[config.mk]
export PLATFORM = sky130hd
export DESIGN_NAME = pll_phase_ctrl
export DESIGN_NICKNAME = d
export VERILOG_FILES = /design/src/rtl/pll_phase_pkg.sv /design/src/rtl/pll_lock_sync.sv /design/src/rtl/pll_phase_ctrl.sv
export SDC_FILE = /design/constraint.sdc
export NUM_CORES = 1
export LEC_CHECK = 0
export ABC_CLOCK_PERIOD_IN_PS = 2200
export CAP_MARGIN = 15
export CORE_MARGIN = 1
export CORE_UTILIZATION = 45
export DETAILED_ROUTE_END_ITERATION = 12
export PLACE_DENSITY = 0.79
export SYNTH_ARGS = -nofsm -noshare
export SYNTH_HDL_FRONTEND = slang
export SYNTH_SLANG_ARGS = --single-unit
[constraint.sdc]
create_clock -name clock -period 2.2 [get_ports clock]
set_clock_uncertainty 0.2 [all_clocks]
set_input_delay 0.33 -clock clock [delete_from_list [all_inputs] [get_ports clock]]
set_output_delay 0.33 -clock clock [all_outputs]
set_load 0.01 [all_outputs]
[src/rtl/pll_phase_pkg.sv]
// Shared types and constants for the ECP5 dynamic phase-adjust controller.
package pll_phase_pkg;

   typedef enum logic [2:0] {
      IDLE   = 3'd0,
      SETUP  = 3'd1,
      PULSE  = 3'd2,
      GAP    = 3'd3,
      RELOCK = 3'd4,
      ZERO   = 3'd5,
      FINISH = 3'd6
   } state_t;

   // PHASESEL encodings of the EHXPLLL outputs.
   localparam logic [1:0] SEL_CLKOS  = 2'b00;
   localparam logic [1:0] SEL_CLKOS2 = 2'b01;
   localparam logic [1:0] SEL_CLKOS3 = 2'b10;
   localparam logic [1:0] SEL_CLKOP  = 2'b11;

   localparam logic DIR_DELAY   = 1'b0;
   localparam logic DIR_ADVANCE = 1'b1;

   function automatic int unsigned max_of(input int unsigned a, input int unsigned b);
      return (a > b) ? a : b;
   endfunction

endpackage

[src/rtl/pll_lock_sync.sv]
// Synchronises the raw PLL LOCK and reports ready once it has been stable
// for LOCK_SETTLE consecutive control-clock cycles.
module pll_lock_sync #(
   parameter int unsigned LOCK_SETTLE = 16
) (
   input  logic clock,
   input  logic reset_n,
   input  logic pll_locked,
   output logic pll_ready
);

   localparam int unsigned CNT_W = (LOCK_SETTLE < 1) ? 1 : $clog2(LOCK_SETTLE + 1);
   localparam logic [CNT_W-1:0] CNT_SAT = CNT_W'(LOCK_SETTLE);

   logic             lock_meta;
   logic             lock_sync;
   logic [CNT_W-1:0] settle_cnt;

   // Two-flop synchroniser; LOCK is asynchronous to the control clock.
   always_ff @(posedge clock or negedge reset_n) begin
      if (!reset_n) begin
         lock_meta <= 1'b0;
         lock_sync <= 1'b0;
      end else begin
         lock_meta <= pll_locked;
         lock_sync <= lock_meta;
      end
   end

   // Saturating settle counter; any synced unlock restarts the qualification.
   always_ff @(posedge clock or negedge reset_n) begin
      if (!reset_n) begin
         settle_cnt <= '0;
      end else if (!lock_sync) begin
         settle_cnt <= '0;
      end else if (settle_cnt != CNT_SAT) begin
         settle_cnt <= settle_cnt + CNT_W'(1);
      end
   end

   assign pll_ready = (settle_cnt == CNT_SAT);

endmodule

[src/rtl/pll_phase_ctrl.sv]
// Request-driven stepper for the ECP5 EHXPLLL dynamic phase-adjust pins.
//
//   state  | meaning
//   IDLE   | waiting for a request; sel/dir hold the previous request
//   SETUP  | sel/dir settling before the first PHASESTEP pulse
//   PULSE  | PHASESTEP driven low
//   GAP    | PHASESTEP high between pulses; step count decremented at end
//   RELOCK | all steps issued, waiting for pll_ready or timeout
//   ZERO   | zero-step request, nothing to issue
//   FINISH | done pulse, err valid
module pll_phase_ctrl
   import pll_phase_pkg::*;
#(
   parameter int unsigned STEP_W      = 8,
   parameter int unsigned SETUP_CYC   = 2,
   parameter int unsigned PULSE_CYC   = 2,
   parameter int unsigned GAP_CYC     = 4,
   parameter int unsigned LOCK_SETTLE = 16,
   parameter int unsigned LOCK_TO     = 1024
) (
   input  logic              clock,
   input  logic              reset_n,
   input  logic              pll_locked,
   input  logic              req_valid,
   output logic              req_ready,
   input  logic [1:0]        req_sel,
   input  logic              req_dir,
   input  logic [STEP_W-1:0] req_steps,
   output logic              done,
   output logic              err,
   output logic              busy,
   output logic              pll_ready,
   output logic [1:0]        phasesel,
   output logic              phasedir,
   output logic              phasestep,
   output logic              phaseloadreg
);

   // One shared down-counter times every phase; sized for the longest one.
   localparam int unsigned TMR_MAX = max_of(max_of(SETUP_CYC, PULSE_CYC), max_of(GAP_CYC, LOCK_TO));
   localparam int unsigned TMR_W   = $clog2(TMR_MAX + 1);

   localparam logic [TMR_W-1:0] LD_SETUP = TMR_W'(SETUP_CYC - 1);
   localparam logic [TMR_W-1:0] LD_PULSE = TMR_W'(PULSE_CYC - 1);
   localparam logic [TMR_W-1:0] LD_GAP   = TMR_W'(GAP_CYC - 1);
   localparam logic [TMR_W-1:0] LD_LOCK  = TMR_W'(LOCK_TO - 1);

   state_t              state_q, state_d;
   logic [TMR_W-1:0]    tmr_q, tmr_d;
   logic [STEP_W-1:0]   rem_q, rem_d;
   logic [1:0]          sel_q, sel_d;
   logic                dir_q, dir_d;
   logic                err_q, err_d;
   logic                tmr_tc;

   pll_lock_sync #(
      .LOCK_SETTLE (LOCK_SETTLE)
   ) u_lock_sync (
      .clock      (clock),
      .reset_n    (reset_n),
      .pll_locked (pll_locked),
      .pll_ready  (pll_ready)
   );

   assign tmr_tc = (tmr_q == '0);

   // State, timer and latched request fields.
   always_ff @(posedge clock or negedge reset_n) begin
      if (!reset_n) begin
         state_q <= IDLE;
         tmr_q   <= '0;
         rem_q   <= '0;
         sel_q   <= SEL_CLKOP;
         dir_q   <= DIR_ADVANCE;
         err_q   <= 1'b0;
      end else begin
         state_q <= state_d;
         tmr_q   <= tmr_d;
         rem_q   <= rem_d;
         sel_q   <= sel_d;
         dir_q   <= dir_d;
         err_q   <= err_d;
      end
   end

   // Next-state sequencing; sel/dir only change on an accepted request.
   always_comb begin
      state_d = state_q;
      tmr_d   = tmr_q;
      rem_d   = rem_q;
      sel_d   = sel_q;
      dir_d   = dir_q;
      err_d   = err_q;

      case (state_q)
         IDLE: begin
            if (req_valid && req_ready) begin
               sel_d = req_sel;
               dir_d = req_dir;
               rem_d = req_steps;
               err_d = 1'b0;
               if (req_steps == '0) begin
                  state_d = ZERO;
               end else begin
                  state_d = SETUP;
                  tmr_d   = LD_SETUP;
               end
            end
         end

         SETUP: begin
            if (tmr_tc) begin
               state_d = PULSE;
               tmr_d   = LD_PULSE;
            end else begin
               tmr_d = tmr_q - TMR_W'(1);
            end
         end

         PULSE: begin
            if (tmr_tc) begin
               state_d = GAP;
               tmr_d   = LD_GAP;
            end else begin
               tmr_d = tmr_q - TMR_W'(1);
            end
         end

         GAP: begin
            if (tmr_tc) begin
               rem_d = (rem_q != '0) ? rem_q - STEP_W'(1) : '0;
               if (rem_d == '0) begin
                  state_d = RELOCK;
                  tmr_d   = LD_LOCK;
               end else begin
                  state_d = PULSE;
                  tmr_d   = LD_PULSE;
               end
            end else begin
               tmr_d = tmr_q - TMR_W'(1);
            end
         end

         RELOCK: begin
            if (pll_ready) begin
               err_d   = 1'b0;
               state_d = FINISH;
            end else if (tmr_tc) begin
               err_d   = 1'b1;
               state_d = FINISH;
            end else begin
               tmr_d = tmr_q - TMR_W'(1);
            end
         end

         ZERO: begin
            err_d   = 1'b0;
            state_d = FINISH;
         end

         FINISH: begin
            state_d = IDLE;
         end

         default: begin
            state_d = IDLE;
         end
      endcase
   end

   assign req_ready    = (state_q == IDLE) && pll_ready;
   assign busy         = (state_q != IDLE);
   assign done         = (state_q == FINISH);
   assign err          = done && err_q;
   assign phasestep    = (state_q != PULSE);
   assign phasesel     = sel_q;
   assign phasedir     = dir_q;
   assign phaseloadreg = 1'b1;

endmodule

==> results of run 1 <==
-- stage by stage --
stage                     power (W)  setup TNS [ps]  std cells  worst slack (ps)  instance area (um^2)
after floorplan            0.000646           -1530        248              -156                  2050
after global placement     0.000696            -754        361             -99.7                  2660
after detailed placement   0.000699           -1610        361              -155                  2660
after CTS                   0.00122            -729        378             -80.2                  2910
after global routing        0.00124           -2320        381              -262                  3060
final                       0.00121           -1010        381              -148                  3060
-- worst max-delay path by stage --
stage,from,to
2_1_floorplan,tmr_q[9],tmr_q[3]
3_3_place_gp,tmr_q[9],tmr_q[8]
3_5_place_dp,tmr_q[5],tmr_q[3]
4_1_cts,tmr_q[9],tmr_q[8]
5_1_grt,tmr_q[9],tmr_q[6]
6_report,tmr_q[9],tmr_q[9]
-- per-layer routing --
layer | vias to the layer above | track usage [%] | wire (um)
met1 | 1018 | 30.5 | 2440
li1 | 1052 | - | -
met5 | - | 0 | 0
met2 | 72 | 39.3 | 2930
met4 | 0 | 11.3 | 127
met3 | 13 | 5.12 | 283
-- cell type report --
type	instances	share of cell area (%)
Clock buffer	7	3.15
Clock inverter	1	0.164
Inverter	14	1.76
Multi-Input combinational cell	192	42.5
Sequential cell	33	27.1
Tap cell	52	2.13
Timing Repair Buffer	82	23.2
-- cells in the mapped netlist (2+ instances only) --
library cell  count
a21oi_1          22
nor2_1           33
or4_1             5
o21ai_0          23
ha_1              4
a21boi_0          3
xor2_1            3
mux2_2            3
or3_1             6
buf_4             3
a31oi_1           6
clkbuf_1          8
and2_1            5
dfstp_2           3
nand3_1           5
nand2b_1          2
o21ai_1           8
nor3b_1           2
inv_1            13
nor4_1            3
nand2_1          17
xnor2_1           3
and3_1            4
a32oi_1           3
a22o_1            3
dfrtp_1          30
nor3_1           11
-- sequential cells by signal (all words and copies together) (netlist names) --
name and flops:
state_q 3, phasesel 2, err_q 1, u_lock_sync.settle_cnt 5
u_lock_sync.lock_sync 1, phasedir 1, rem_q 8, tmr_q 11
u_lock_sync.lock_meta 1
-- power breakdown --
| part | total (W) | switching [W] | leakage [nW] | internal [W] |
|---|---|---|---|---|
| sequential | 0.000617 | 0.00000421 | 0.393 | 0.000613 |
| combinational | 0.0000700 | 0.0000302 | 0.956 | 0.0000398 |
| clock | 0.000521 | 0.000238 | 0.0542 | 0.000283 |
| total | 0.00121 | 0.000273 | 1.40 | 0.000936 |
-- cell usage in the layout (no fill, tap or decap), types with 4 or more instances in the layout --
cell type / instances
o21ai_2: 11
nand2_1: 17
nand3_1: 4
nor3_1: 9
clkdlybuf4s50_1: 17
and2_1: 4
inv_1: 10
o21ai_1: 14
buf_4: 50
buf_6: 9
clkbuf_8: 7
or3_1: 4
dfrtp_1: 30
a21oi_1: 19
nor2_1: 29
o21ai_0: 6
and3_1: 4
-- kinds of logic (layout without fill, tap and decap cells) --
family          count (synthesis)  in the layout  share of synthesized area [%]
mux                             3              3                           1.67
simple gates                   99            101                           24.2
other cells                     1              1                          0.185
fa+ha+maj                       4              4                           2.47
xor+xnor                        6              6                           2.59
flops                          33             33                           41.0
compound gates                 77             77                           22.8
buf+inv                        25            104                           5.19
-- repair_timing --
action                                  in CTS  in global routing
gates cloned                                 1                  1
endpoints found under the setup margin      25                 25
pin swaps                                    6                 14
gates resized for setup                     32                 43
buffers inserted                             8                  2
==> results.sh, run 1 <==
export IMPL_status="finished with violations"
export IMPL_violations="negative setup slack"
export IMPL_worst_setup_path_end_kind="flop"
export IMPL_netlist_instances=248
export IMPL_cts_buffers=5
export IMPL_startpoint_type="flop"
export IMPL_synth_cell_area_mm2=0.00203
export IMPL_hpwl_um=3690
export IMPL_synth_largest_area_cell="dfrtp_1"
export IMPL_tritoncts="done"
export IMPL_critPathMaxStageDelay_ps=530
export IMPL_finalHoldViolCount=0
export IMPL_grt_ovfl_total=0
export IMPL_regArea_um2=830
export IMPL_grtUsageTotal_pct=24.1
export IMPL_drt_wl_total_um=5780
export IMPL_max_slew_margin_pct=53.2
export IMPL_slew_viol_final=0
export IMPL_clock_sinks=33
export IMPL_antenna_found_initial=0
export IMPL_worstPathBufferInverterCount=0
export IMPL_start_util_pct=46.5
export IMPL_post_route_drc_count=0
export IMPL_p_per_area_mw_per_mm2=395
export IMPL_drv_cap=0
export IMPL_vias=2155
export IMPL_fin_util_pct=70.3
export IMPL_max_freq_mhz=426
export IMPL_antenna_left=0
export IMPL_drt_iter0_markers=146
export IMPL_cts_max_level=2
export IMPL_vias_per_cell=5.66
export IMPL_path_cells="or4_4 > or4_4 > a21boi_0 > a21oi_1 > o21ai_1 > o21ai_2"
export IMPL_wl_per_cell_um=15.2
export IMPL_synth_cell_types=44
export IMPL_holdPathEnd="u_lock_sync.lock_sync"
export IMPL_dieArea_mm2=0.00477
export IMPL_antenna_cells=0
export IMPL_nNetsFinal=347
export IMPL_r2r_start="tmr_q[9]"
export IMPL_dr_pass1_iters=4
export IMPL_multi_input_area_mm2=0.00130
export IMPL_cts_hold_buf=0
export IMPL_rrSetupSlack_ps=-150
export IMPL_place_gp_congestion=0.906
export IMPL_reg2reg_depth=6
export IMPL_die_x_um=69.1
export IMPL_path_delay_family="simple AND/OR/NAND/NOR gates"
export IMPL_worst_path_stages=6
export IMPL_clk_pin_slew_ps=80
export IMPL_cpMostUsedCell="or4_4"
export IMPL_synth_ff_type="dfrtp_1"
export IMPL_row_count=24
export IMPL_hold_ws_ps=156
export IMPL_synth_seq_area_share_pct=41.0
export IMPL_cp_max_fo=5
export IMPL_yosys_register_bits=33
export IMPL_hold_path_depth=0
export IMPL_grt_pass1_wl_um=9160
export IMPL_async_flop_share_pct=100
export IMPL_synth_warnings=0
export IMPL_post_route_worst_setup_slack_ps=-148
export IMPL_layout_drive_gt1_share_pct=36.2
export IMPL_rr_endpoint="tmr_q[9]"
export IMPL_synth_top_cell_area_share_pct=37.1
export IMPL_setup_viol=12
export IMPL_worstSkewPairLatency_ps=300
export IMPL_rsz0062_at_grt="true"
export IMPL_core_area_mm2=0.00435
export IMPL_tightestPinTransition_ps=699
export IMPL_required_ps=2190
export IMPL_synthTopCellsByArea="dfrtp_1, nor2_1, o21ai_0"
export IMPL_area_growth_pct=51.0
export IMPL_irDropWorstVdd_mv=0.248
export IMPL_leakage_nw=1.40
export IMPL_critPathKind="flop to flop"
export IMPL_synth_nets=267
export IMPL_finalCritPeriodShare_pct=107
export IMPL_grt_pass1_vias=2057
export IMPL_slowest_stage="or4_4"
export IMPL_hp_class="flop to flop"
export IMPL_fp_dieH_um=69.1
export IMPL_final_min_clock_period_ps=2350
export IMPL_synth_edf_count=0
export IMPL_avgSynthCellArea_um2=8.17
export IMPL_root_buffer="clkbuf_8"
export IMPL_io_pins=25
export IMPL_io_buffers=23
export IMPL_critPathArrivalTime_ps=2340
export IMPL_hp_start="u_lock_sync.lock_meta"
export IMPL_fill_cells=300
export IMPL_clockBufferDepth=2
export IMPL_grt_max_degree=34
Note: power is estimated with default switching activity, not from simulation.
==> run 2, diff against run 1 <==
--- a/config.mk
+++ b/config.mk
@@ -8,9 +8,11 @@
 export ABC_CLOCK_PERIOD_IN_PS = 2200
 export CAP_MARGIN = 15
 export CORE_MARGIN = 1
-export CORE_UTILIZATION = 45
+export CORE_UTILIZATION = 40
+export CTS_BUF_LIST = sky130_fd_sc_hd__clkbuf_16
 export DETAILED_ROUTE_END_ITERATION = 12
-export PLACE_DENSITY = 0.79
+export PLACE_DENSITY = 0.73
+export RECOVER_POWER = 25
 export SYNTH_ARGS = -nofsm -noshare
 export SYNTH_HDL_FRONTEND = slang
 export SYNTH_SLANG_ARGS = --single-unit
==> run 2 against run 1 <==
  * The run still ends with negative setup slack left
  * First-iteration DRC count rose by 31%
  * Final cell count rose by 3.9%
  * Clock power grew 47%
  * Non-clock buffer count unchanged
  * Sequential cell count is the same
  * Register-to-register slack is essentially flat
  * Routed wire length grew 1.5%
==> results.sh, run 2 (synthesis gave the netlist of run 1 again) <==
export IMPL_status="finished with violations"
export IMPL_violations="negative setup slack"
export IMPL_met2_length_um=3000
export IMPL_drv_cap=0
export IMPL_drt_iter0_markers=191
export IMPL_rr_endpoint="tmr_q[3]"
export IMPL_critPathArrivalTime_ps=2330
export IMPL_core_area_mm2=0.00479
export IMPL_antenna_found_initial=0
export IMPL_setup_viol=11
export IMPL_max_freq_mhz=428
export IMPL_r2r_start="tmr_q[9]"
export IMPL_slew_viol_final=0
export IMPL_placed_cell_area_mm2=0.00267
export IMPL_required_ps=2190
export IMPL_rrSetupSlack_ps=-140
export IMPL_cts_max_level=2
export IMPL_fill_cells=391
export IMPL_grt_ovfl_total=0
export IMPL_grt_pass1_wl_um=9270
export IMPL_cts_hold_buf=0
export IMPL_hold_path_depth=0
export IMPL_holdPathEnd="u_lock_sync.lock_sync"
export IMPL_highest_layer="met4"
export IMPL_fp_dieH_um=73.2
export IMPL_vias_per_cell=5.53
export IMPL_clockBufferDepth=2
export IMPL_p_per_area_mw_per_mm2=463
export IMPL_grtUsageTotal_pct=22.7
export IMPL_wl_per_cell_um=14.8
export IMPL_critPathKind="flop to flop"
export IMPL_tritoncts="done"
export IMPL_place_inst=376
export IMPL_tightestPinTransition_ps=822
export IMPL_post_route_drc_count=0
export IMPL_hp_start="u_lock_sync.lock_meta"
export IMPL_wl_met3_um=264
export IMPL_rsz0062_at_grt="true"
export IMPL_grt_max_degree=34
export IMPL_io_pins=25
export IMPL_final_min_clock_period_ps=2340
export IMPL_setup_tns_ps=-1180
export IMPL_hpwl_um=3850
export IMPL_hp_class="flop to flop"
export IMPL_antenna_cells=0
export IMPL_leakage_nw=1.41
export IMPL_wl_met1_um=2480
export IMPL_final_cell_mix="buf_4, nor2_1, dfrtp_1"
export IMPL_drt_wl_total_um=5870
export IMPL_nNetsFinal=347
export IMPL_cp_max_fo=7
export IMPL_place_gp_congestion=0.995
export IMPL_die_x_um=73.2
export IMPL_io_buffers=23
export IMPL_reg_top3="tmr_q: 11 flops, rem_q: 8 flops, u_lock_sync.settle_cnt: 5 flops"
export IMPL_worst_setup_path_end_kind="flop"
export IMPL_regMostFlops="tmr_q"
export IMPL_clock_sinks=33
export IMPL_stdcell_area_mm2=0.00314
export IMPL_dr_pass1_iters=4
export IMPL_grt_pass1_vias=2066
export IMPL_reg2reg_depth=6
export IMPL_clk_pin_slew_ps=50
export IMPL_row_count=25
export IMPL_root_buffer="clkbuf_16"
export IMPL_irDropWorstVdd_mv=0.340
export IMPL_layout_commonest_cell="buf_4"
export IMPL_layout_drive_gt1_share_pct=37.1
export IMPL_max_slew_margin_pct=45.2
export IMPL_area_growth_pct=55.1
export IMPL_largest_reg_flops=11
export IMPL_antenna_left=0
export IMPL_dieArea_mm2=0.00535
export IMPL_startpoint_type="flop"
export IMPL_cp_startpoint="tmr_q[9]"
export IMPL_cts_buffers=5
export IMPL_finalPower_w=0.00145
export IMPL_post_route_worst_setup_slack_ps=-139
export IMPL_fin_cells=396
export IMPL_finalHoldViolCount=0
export IMPL_finalCritPeriodShare_pct=106
export IMPL_worstSkewPairLatency_ps=280
export IMPL_start_util_pct=42.3
export IMPL_vias=2188
run 2: what timing repair did:
item / CTS / global route
gates cloned: 1 / 1
gates resized for setup: 32 / 42
pin swaps: 13 / 9
endpoints found under the setup margin: 25 / 24
buffers inserted: 4 / 6
run 2: worst max path at each step:
stage / end / cells after the start
after global routing: state_q[2] / 7
after floorplan: tmr_q[3] / 8
after detailed placement: tmr_q[3] / 6
final: tmr_q[3] / 6
after CTS: state_q[2] / 7
after global placement: tmr_q[6] / 6
run 2: metal layers:
metal	vias up	track usage, %
li1	1059	-
met1	1047	28.5
met2	72	37.8
met3	10	4.42
met4	0	10.2
met5	-	0
run 2: final cells by class:
cell class                      instances  area, um^2  share of cell area (%)
Multi-Input combinational cell        192        1320                    42.1
Sequential cell                        33         831                    26.4
Timing Repair Buffer                   82         686                    21.8
Clock buffer                            5         125                    3.98
Tap cell                               67        83.8                    2.67
Inverter                               14        53.8                    1.71
Clock inverter                          3        38.8                    1.23
run 2: where the power goes:
part / leakage (nW) / switching, W / internal, W
Combinational: 0.931 / 0.0000286 / 0.0000371
Clock: 0.0850 / 0.000242 / 0.000527
Sequential: 0.391 / 0.00000511 / 0.000614
Total: 1.41 / 0.000275 / 0.00118
run 2: critical path, stage by stage, from the launching register on:
cell	delay (ps)
dfrtp_1	370
or4_4	530
or4_4	490
a21oi_4	270
and2_4	250
o21ai_2	70
o21ai_1	80
run 2: per-stage QoR:
stage                     hold WS (ps)  util, %  setup WS [ps]
after global routing               159     65.6           -211
after detailed placement           136     55.9           -238
after global placement             134     55.9           -195
after floorplan                   -166        -           -156
after CTS                          148     61.7           -107
final                              147     65.6           -139
==> run 3, diff against run 2 <==
--- a/config.mk
+++ b/config.mk
@@ -5,13 +5,13 @@
 export SDC_FILE = /design/constraint.sdc
 export NUM_CORES = 1
 export LEC_CHECK = 0
-export ABC_CLOCK_PERIOD_IN_PS = 2200
+export ABC_CLOCK_PERIOD_IN_PS = 2410
 export CAP_MARGIN = 15
-export CORE_MARGIN = 1
+export CORE_MARGIN = 5
 export CORE_UTILIZATION = 40
 export CTS_BUF_LIST = sky130_fd_sc_hd__clkbuf_16
 export DETAILED_ROUTE_END_ITERATION = 12
-export PLACE_DENSITY = 0.73
+export PLACE_DENSITY = 0.71
 export RECOVER_POWER = 25
 export SYNTH_ARGS = -nofsm -noshare
 export SYNTH_HDL_FRONTEND = slang
==> constraint.sdc (replaced) <==
create_clock -name clock -period 2.41 [get_ports clock]
set_clock_uncertainty 0.2 [all_clocks]
set_input_delay 0.3615 -clock clock [delete_from_list [all_inputs] [get_ports clock]]
set_output_delay 0.3615 -clock clock [all_outputs]
set_load 0.01 [all_outputs]
==> run 3 against run 2 <==
  * The run now ends clean
  * Core utilization fell by 11 points
  * Total power fell by 16%
  * Worst hold slack improved by 15 ps
  * Non-clock buffer count fell by 25
  * Routed wire length fell by 14%
  * Clock power fell by 23%
  * Count of clock-buffer cells in the layout did not move
  * Final area fell by 13%
  * Sequential power fell by 8.7%
  * Sequential cell count did not move
  * Combinational power fell by 12%
  * Fmax rose by 0.30%
  * Largest power group unchanged
==> results.sh, run 3 (synthesis gave the netlist of run 1 again) <==
export IMPL_tritoncts="done"
export IMPL_final_min_clock_period_ps=2330
export IMPL_io_pins=25
export IMPL_grt_pass1_wl_um=8400
export IMPL_core_area_mm2=0.00501
export IMPL_p_per_area_mw_per_mm2=446
export IMPL_leakage_nw=1.21
export IMPL_max_freq_mhz=429
export IMPL_finalPower_w=0.00122
export IMPL_startpoint_type="flop"
export IMPL_area_growth_pct=34.5
export IMPL_cts_buffers=5
export IMPL_dr_pass1_iters=5
export IMPL_layout_drive_gt1_share_pct=20.5
export IMPL_hpwl_um=3730
export IMPL_die_x_um=81.2
export IMPL_fin_cells=372
export IMPL_antenna_left=0
export IMPL_place_gp_congestion=0.848
export IMPL_cts_max_level=2
export IMPL_critPathArrivalTime_ps=2350
export IMPL_required_ps=2430
export IMPL_reg_top3="tmr_q: 11 flops, rem_q: 8 flops, u_lock_sync.settle_cnt: 5 flops"
export IMPL_irDropWorstVdd_mv=0.250
export IMPL_place_inst=363
export IMPL_fp_dieH_um=81.2
export IMPL_clockBufferDepth=2
export IMPL_root_buffer="clkbuf_16"
export IMPL_setup_tns_ps=0
export IMPL_antenna_found_initial=0
export IMPL_critPathKind="flop to flop"
export IMPL_grt_ovfl_total=0
export IMPL_regArea_um2=832
export IMPL_status="finished, final reports clean"
export IMPL_grtUsageTotal_pct=16.4
export IMPL_finalHoldViolCount=0
export IMPL_layout_commonest_cell="buf_4"
export IMPL_row_count=26
export IMPL_final_cell_mix="buf_4, nor2_1, dfrtp_1"
export IMPL_vias=2053
export IMPL_nNetsFinal=320
export IMPL_worstSkewPairLatency_ps=280
export IMPL_multi_input_area_mm2=0.00113
export IMPL_max_slew_margin_pct=44.0
export IMPL_tightestPinTransition_ps=840
export IMPL_worst_setup_path_end_kind="flop"
export IMPL_largest_reg_flops=11
export IMPL_wl_per_cell_um=13.6
export IMPL_drt_wl_total_um=5050
export IMPL_antenna_cells=0
export IMPL_stdcell_area_mm2=0.00273
export IMPL_slew_viol_final=0
export IMPL_hold_ws_ps=162
export IMPL_finalCritPeriodShare_pct=96.8
export IMPL_io_buffers=23
export IMPL_vias_per_cell=5.52
export IMPL_dieArea_mm2=0.00659
export IMPL_fill_cells=497
export IMPL_setup_viol=0
export IMPL_drt_iter0_markers=228
export IMPL_grt_max_degree=34
export IMPL_cts_hold_buf=0
export IMPL_hp_class="flop to flop"
export IMPL_drv_cap=0
export IMPL_grt_pass1_vias=1878
export IMPL_start_util_pct=40.4
export IMPL_clock_sinks=33
export IMPL_post_route_drc_count=0
export IMPL_clk_pin_slew_ps=50
export IMPL_placed_cell_area_mm2=0.00254
export IMPL_cp_max_fo=5
export IMPL_regMostFlops="tmr_q"
[run 3: power by group]
part | switching, W | internal, W
Combinational | 0.0000261 | 0.0000318
Sequential | 0.00000366 | 0.000561
Clock | 0.000223 | 0.000371
[run 3: worst paths after layout]
path | start | endpoint | slack [ps] | depth (start not counted)
max | tmr_q[9] | state_q[2] | 80 | 7
max reg2reg | tmr_q[9] | state_q[2] | 80 | 7
min | u_lock_sync.lock_meta | u_lock_sync.lock_sync | 160 | 0
max in group asynchronous | reset_n | state_q[1] | 920 | 2
min in group asynchronous | reset_n | rem_q[4] | 510 | 2
min reg2reg | u_lock_sync.lock_meta | u_lock_sync.lock_sync | 160 | 0
[run 3: layout make-up]
cell class / count / area share [%]
multi-input combinational: 190 / 41.4
sequential: 33 / 30.5
timing repair buffer: 57 / 17.9
clock buffer: 5 / 4.59
tap: 70 / 3.21
inverter: 14 / 1.93
clock inverter: 3 / 0.413
[run 3: per-layer routing]
metal / up-vias / GRT usage, % / wire (um)
met5: - / 0 / 0
met1: 975 / 21.5 / 2270
met2: 66 / 26.4 / 2390
li1: 1002 / - / -
met3: 10 / 4.43 / 304
met4: 0 / 5.07 / 85
[run 3: repair_timing]
item / in CTS / in global routing
setup endpoints to repair: 10 / 22
buffers inserted: 1 / 0
gates resized for setup: 4 / 16
pin swaps: 0 / 1
gates cloned: 0 / 0
[run 3: per-stage QoR]
step	worst slack (ps)	utilization (%)
6_report	78.2	54.4
4_1_cts	4.89	53.7
2_1_floorplan	22.3	-
5_1_grt	-13.3	54.4
3_5_place_dp	-80.8	50.7
3_3_place_gp	-54.6	50.7
[run 3: critical path, cell delays in order, from the launching register on]
cell,delay [ps]
dfrtp_1,390
or4_4,540
or4_4,490
buf_4,180
nand2_1,80
a21oi_1,60
nor3_1,190
a22o_1,150
